## src/rtl/phrase_reader_pkg.sv

```systemverilog
// Shared types and constants for the phrase reader: FSM state encoding,
// default RAM size and the widths used on the RAM and length paths.
package phrase_reader_pkg;

    localparam int DEFAULT_RAM_DEPTH = 328;
    localparam int ADDR_W            = 32;
    localparam int LEN_W             = 9;
    localparam int CHAR_W            = 8;

    typedef enum logic [2:0] {
        IDLE,
        ISSUE,
        WAIT,
        SEND,
        FIN
    } state_t;

endpackage

```

## src/rtl/phrase_reader_if.sv

```systemverilog
// Bus bundle for the phrase reader: the read-only RAM port on one side and
// the valid/ready character stream on the other.
interface phrase_reader_if;
    import phrase_reader_pkg::*;

    logic [ADDR_W-1:0] ram_address;
    logic              ram_wren;
    logic [31:0]       ram_q;
    logic [CHAR_W-1:0] char_data;
    logic              char_valid;
    logic              char_ready;

    modport master (
        output ram_address,
        output ram_wren,
        output char_data,
        output char_valid,
        input  ram_q,
        input  char_ready
    );

    modport slave (
        input  ram_address,
        input  ram_wren,
        input  char_data,
        input  char_valid,
        output ram_q,
        output char_ready
    );

endinterface

```

## src/rtl/phrase_reader.sv

```systemverilog
// Streams the low byte of consecutive RAM words as characters until the
// requested length is reached or the terminator byte is read.
module phrase_reader
    import phrase_reader_pkg::*;
#(
    parameter int          RAM_DEPTH = DEFAULT_RAM_DEPTH,
    parameter logic [7:0]  TERM_CHAR = 8'h00
) (
    input  logic              clock,
    input  logic              reset,
    input  logic              start,
    input  logic [ADDR_W-1:0] base_addr,
    input  logic [LEN_W-1:0]  length,
    phrase_reader_if.master   bus,
    output logic              busy,
    output logic              done,
    output logic              err,
    output logic [LEN_W-1:0]  count
);

    localparam logic [ADDR_W-1:0] DEPTH     = ADDR_W'(RAM_DEPTH);
    localparam logic [ADDR_W-1:0] LAST_ADDR = ADDR_W'(RAM_DEPTH - 1);

    state_t            state;
    state_t            state_next;
    logic [ADDR_W-1:0] pointer;
    logic [ADDR_W-1:0] pointer_next;
    logic [LEN_W-1:0]  len_q;
    logic [LEN_W-1:0]  len_next;
    logic [ADDR_W-1:0] address_q;
    logic [ADDR_W-1:0] address_next;
    logic [CHAR_W-1:0] data_q;
    logic [CHAR_W-1:0] data_next;
    logic              valid_q;
    logic              valid_next;
    logic              busy_next;
    logic              done_next;
    logic              err_next;
    logic [LEN_W-1:0]  count_next;
    logic              unused_ram_bits;

    assign unused_ram_bits = ^bus.ram_q[31:8];

    assign bus.ram_address = address_q;
    assign bus.ram_wren    = 1'b0;
    assign bus.char_data   = data_q;
    assign bus.char_valid  = valid_q;

    always_ff @(posedge clock or posedge reset) begin
        if (reset) begin
            state     <= IDLE;
            pointer   <= '0;
            len_q     <= '0;
            address_q <= '0;
            data_q    <= '0;
            valid_q   <= 1'b0;
            busy      <= 1'b0;
            done      <= 1'b0;
            err       <= 1'b0;
            count     <= '0;
        end else begin
            state     <= state_next;
            pointer   <= pointer_next;
            len_q     <= len_next;
            address_q <= address_next;
            data_q    <= data_next;
            valid_q   <= valid_next;
            busy      <= busy_next;
            done      <= done_next;
            err       <= err_next;
            count     <= count_next;
        end
    end

    // Every output is registered from the next state, so ISSUE presents the
    // address for a full cycle and the RAM answers while in WAIT.
    always_comb begin
        state_next   = state;
        pointer_next = pointer;
        len_next     = len_q;
        address_next = address_q;
        data_next    = data_q;
        count_next   = count;
        err_next     = err;

        case (state)
            IDLE: begin
                if (start) begin
                    pointer_next = base_addr;
                    len_next     = length;
                    count_next   = '0;
                    if (length == '0 || base_addr >= DEPTH) begin
                        err_next   = 1'b1;
                        state_next = FIN;
                    end else begin
                        err_next   = 1'b0;
                        state_next = ISSUE;
                    end
                end
            end
            ISSUE: state_next = WAIT;
            WAIT: begin
                data_next  = bus.ram_q[7:0];
                state_next = (bus.ram_q[7:0] == TERM_CHAR) ? FIN : SEND;
            end
            SEND: begin
                if (bus.char_ready) begin
                    count_next   = count + LEN_W'(1);
                    pointer_next = (pointer == LAST_ADDR) ? '0 : pointer + ADDR_W'(1);
                    state_next   = (count_next == len_q) ? FIN : ISSUE;
                end
            end
            FIN:     state_next = IDLE;
            default: state_next = IDLE;
        endcase

        if (state_next == ISSUE) begin
            address_next = pointer_next;
        end
        valid_next = (state_next == SEND);
        busy_next  = (state_next == ISSUE) || (state_next == WAIT) || (state_next == SEND);
        done_next  = (state_next == FIN);
    end

endmodule
```

## src/flat_wrapper.sv

```systemverilog
// flat-port wrapper written by rule: the top's interface ports become plain ports
module phrase_reader_flat import phrase_reader_pkg::*;
#(
    parameter int          RAM_DEPTH = DEFAULT_RAM_DEPTH,
    parameter logic [7:0]  TERM_CHAR = 8'h00
)
  (clock, reset, start, base_addr, length, busy, done, err, count, bus_ram_address, bus_ram_wren, bus_char_data, bus_char_valid, bus_ram_q, bus_char_ready);
  phrase_reader_if bus_i ();
  input  logic clock;
  input  logic reset;
  input  logic start;
  input  logic [ADDR_W-1:0] base_addr;
  input  logic [LEN_W-1:0] length;
  output logic busy;
  output logic done;
  output logic err;
  output logic [LEN_W-1:0] count;
  output wire logic [$bits(bus_i.ram_address)-1:0] bus_ram_address;
  output wire logic [$bits(bus_i.ram_wren)-1:0] bus_ram_wren;
  output wire logic [$bits(bus_i.char_data)-1:0] bus_char_data;
  output wire logic [$bits(bus_i.char_valid)-1:0] bus_char_valid;
  input wire logic [$bits(bus_i.ram_q)-1:0] bus_ram_q;
  input wire logic [$bits(bus_i.char_ready)-1:0] bus_char_ready;
  assign bus_ram_address = bus_i.ram_address;
  assign bus_ram_wren = bus_i.ram_wren;
  assign bus_char_data = bus_i.char_data;
  assign bus_char_valid = bus_i.char_valid;
  assign bus_i.ram_q = bus_ram_q;
  assign bus_i.char_ready = bus_char_ready;
  phrase_reader #(.RAM_DEPTH(RAM_DEPTH), .TERM_CHAR(TERM_CHAR)) u_core (.clock(clock), .reset(reset), .start(start), .base_addr(base_addr), .length(length), .bus(bus_i), .busy(busy), .done(done), .err(err), .count(count));
endmodule
```

## config.mk

```make
export PLATFORM = sky130hd
export DESIGN_NAME = phrase_reader_flat
export DESIGN_NICKNAME = d
export VERILOG_FILES = /design/src/rtl/phrase_reader_pkg.sv /design/src/rtl/phrase_reader_if.sv /design/src/rtl/phrase_reader.sv /design/src/flat_wrapper.sv
export SDC_FILE = /design/constraint.sdc
export NUM_CORES = 1
export LEC_CHECK = 0
export ABC_AREA = 1
export CAP_MARGIN = 0
export CORE_MARGIN = 1.5
export CORE_UTILIZATION = 55
export CTS_CLUSTER_DIAMETER = 30
export DETAILED_ROUTE_END_ITERATION = 10
export PLACE_DENSITY = 0.95
export REMOVE_ABC_BUFFERS = 1
export SKIP_CTS_REPAIR_TIMING = 1
export SYNTH_ARGS = -nofsm -noshare
export SYNTH_HDL_FRONTEND = slang
export SYNTH_SLANG_ARGS = --single-unit
export TNS_END_PERCENT = 5
```

## constraint.sdc

```tcl
create_clock -name clock -period 4.65 [get_ports clock]
set_clock_uncertainty 0.05 [all_clocks]
set_input_delay 0.6975 -clock clock [delete_from_list [all_inputs] [get_ports clock]]
set_output_delay 0.6975 -clock clock [all_outputs]
set_load 0.03 [all_outputs]
```

==> summary.md <==
| Metric | Value |
|---|---|
| Top Family by Delay on Critical Path | simple AND/OR/NAND/NOR gates |
| Slew Limit Fails | 0 |
| Critical Path AT | 3.37 ns |
| Crit share post-route | 0.678 |
| Max-cap violation count | 0 |
| Avg Inst Size Synth | 6.61 µm² |
| Power Dens Cells | 608 mW/mm² |
| Area leader, netlist | dfrtp_1 |
| Crit Path Category | primary input to flip-flop |
| Rows | 38 |
| Tightest Pin Transition | 0.908 ns |
| Tmin final | 3.15 ns |
| Die height | 108 µm |
| Lkg Pwr | 3.49 nW |
| CTS Root Cell | clkbuf_8 |
| Status | finished clean |
| 1st-pass router iterations | 6 |
| Final instance area | 0.00737 mm² |
| Hold Path Class | flip-flop to flip-flop |
| Clk sinks | 97 |
| Final-stage net count | 1,086 |
| Seq/Total Area, Yosys | 0.402 |
| Total Routing Usage GR | 0.318 |
| CP max-delay cell | clkdlybuf4s50_1 |
| Fraction of layout instances using a drive strength above 1 | 0.0514 |
| Top cell type's share of synthesized area | 0.402 |
| Max_slew headroom | 0.395 |
| Placed Area | 0.00716 mm² |
| CTS tree | done |
| Routed Antenna Nets | 0 |
| Initial Util | 0.561 |
| # DRC | 0 |
| Width of the die | 108 µm |
| Final setup fails | 0 |
| Crit. End Element | flip-flop |
| Mapped Area | 0.00603 mm² |
| 1st-iter DRT viols | 609 |
| Commonest cells after routing, fill and taps aside | 385 x nand2_1, 105 x clkdlybuf4s50_1, 99 x nand3_1 |
| Post-Synthesis Cells | 913 |
| Worst path bufs/invs | 4 |
| Total Power | 4.48 mW |
| GPL Wtd Cong | 0.972 |
| Netlist cell types | 39 |
| Skew-Pair Late Insertion Delay | 0.39 ns |
| Clock-pin slew on the worst setup and hold paths | 0.11 ns |
| Total gr overflow | 0 |
| Hold Fails Final Rpt | 0 |
| Crit-path cells | clkdlybuf4s50_1 -> inv_1 -> nor2_4 -> inv_2 -> o21ai_1 -> inv_1 -> nand2_4 -> nand2_4 -> nand2_1 -> nand2_1 |
| Post-route setup TNS | 0 ns |
| Core footprint | 0.0107 mm² |
| Wire per inst | 15.1 µm |
| Port bufs | 105 |
| H-tree level count | 3 |
| Largest net degree at the start of global routing | 73 |
| Max Clk Rate | 317 MHz |
| Vias in the first global route | 6,274 |
| Leading cell type in the layout, fill and taps excluded | nand2_1 |
| Synth top area cells | dfrtp_1 40%, nand2_1 24%, nand3_1 8.2% |
| CTS max path bufs | 2 |
| Worst path max stage delay | 0.54 ns |
| Number of diodes | 0 |
| Vias | 6,406 |
| RSZ-0062 raised after global routing | false |
| Max FO, Critical Path | 34 |
| Via density | 5.56 |
| Io pins | 131 |
| Yosys warnings | 0 |
| Utilization after layout | 0.686 |
| #FFs+latches synth | 97 |
| Initial antenna violation count | 0 |
| Area growth syn-to-layout | 22.1% |
| Num CTS Buffers | 9 |
| First-pass GRT wire length | 28.8 mm |
| Dpl hpwl | 12.7 mm |
| Total wire length | 17.4 mm |
| Die area | 0.0116 mm² |
| Worst setup SP type | primary input |
| Worst VDD drop | 0.367 mV |
| Worst path required time | 4.87 ns |
==> worst register-to-register path, delay by kind of cell (launching register included) <==
family	cells	cell delay, ns
AND/OR/NAND/NOR	7	1.73
flip-flops	1	0.46
buffers and inverters	2	0.41
AO/OA/AOI/OAI	1	0.23
==> final cells by class <==
class | count | area [µm²]
Multi-Input combinational cell | 706 | 3150
Inverter | 82 | 310
Sequential cell | 97 | 2430
Timing Repair Buffer | 111 | 1100
Tap cell | 140 | 175
Clock buffer | 9 | 124
Clock inverter | 7 | 86.3
Fill cell | 952 | 3380
==> cell families (layout without fill, tap and decap cells) <==
| family | Yosys count | count (layout) | share of synthesized area |
|---|---|---|---|
| and+or+nand+nor | 614 | 614 | 0.426 |
| buffers and inverters | 110 | 209 | 0.0757 |
| DFF | 97 | 97 | 0.402 |
| AOI/OAI and AO/OA | 79 | 79 | 0.0763 |
| xor gates and xnor gates | 10 | 10 | 0.0145 |
| adders and majority gates | 2 | 2 | 0.00415 |
| other | 1 | 1 | 0.000622 |
==> flip-flops by register name, summed over array words and instances (netlist names) <==
register and cells:
u_core.count 9, u_core.len_q 9, u_core.bus.char_valid 1, u_core.bus.ram_address 32, u_core.bus.char_data 8, u_core.state 3
u_core.err 1, u_core.busy 1, u_core.pointer 32, u_core.done 1
==> power breakdown <==
part / internal (mW) / switching (mW) / leakage [nW]
combinational: 0.792 / 1.55 / 2.15
sequential: 1.20 / 0.344 / 1.23
clock: 0.260 / 0.335 / 0.104
total: 2.25 / 2.23 / 3.49
==> metal layers <==
metal | global-route usage | vias to the layer above | routed length, µm
met5 | 0 | - | 0
met4 | 0.169 | 0 | 590
met3 | 0.0490 | 52 | 1220
met2 | 0.535 | 320 | 8360
met1 | 0.392 | 2947 | 7180
li1 | - | 3087 | -
==> cells in the mapped netlist, drive strengths merged <==
library cell / number
nand2: 393
nand3: 100
dfrtp: 97
nor2: 91
inv: 81
o21ai: 51
nor3: 16
buf: 15
clkbuf: 13
o211ai: 10
xor2: 9
a21oi: 6
nand3b: 6
o22ai: 5
nand4: 4
o221ai: 3
a21o: 2
ha: 2
nor4: 2
a31o: 1
and2: 1
clkinv: 1
conb: 1
o21bai: 1
or2: 1
xnor2: 1
==> metrics by stage <==
stage,worst slack (ns),instances,hold slack (ns)
floorplan,1.37,885,0.405
global placement,1.29,1136,0.403
detailed placement,1.14,1136,0.408
CTS,1.52,1152,0.436
global route,1.32,1152,0.461
finish,1.50,1152,0.433
==> worst paths after layout <==
check | from | to | slack [ns] | cells past startpoint
worst min-delay path | u_core.bus.ram_address[7]$_DFFE_PP0N_ | u_core.bus.ram_address[7]$_DFFE_PP0N_ | 0.43 | 2
max in group asynchronous | reset | u_core.bus.ram_address[23]$_DFFE_PP0N_ | 2.86 | 3
worst max-delay path | start | u_core.bus.ram_address[5]$_DFFE_PP0N_ | 1.50 | 10
worst max register to register | u_core.state[2]$_DFF_PP0_ | u_core.bus.ram_address[5]$_DFFE_PP0N_ | 1.67 | 10
min in group asynchronous | reset | u_core.pointer[7]$_DFF_PP0_ | 0.79 | 2
worst min register to register | u_core.bus.ram_address[7]$_DFFE_PP0N_ | u_core.bus.ram_address[7]$_DFFE_PP0N_ | 0.43 | 2
No activity file was read; power rests on OpenSTA's default activity.
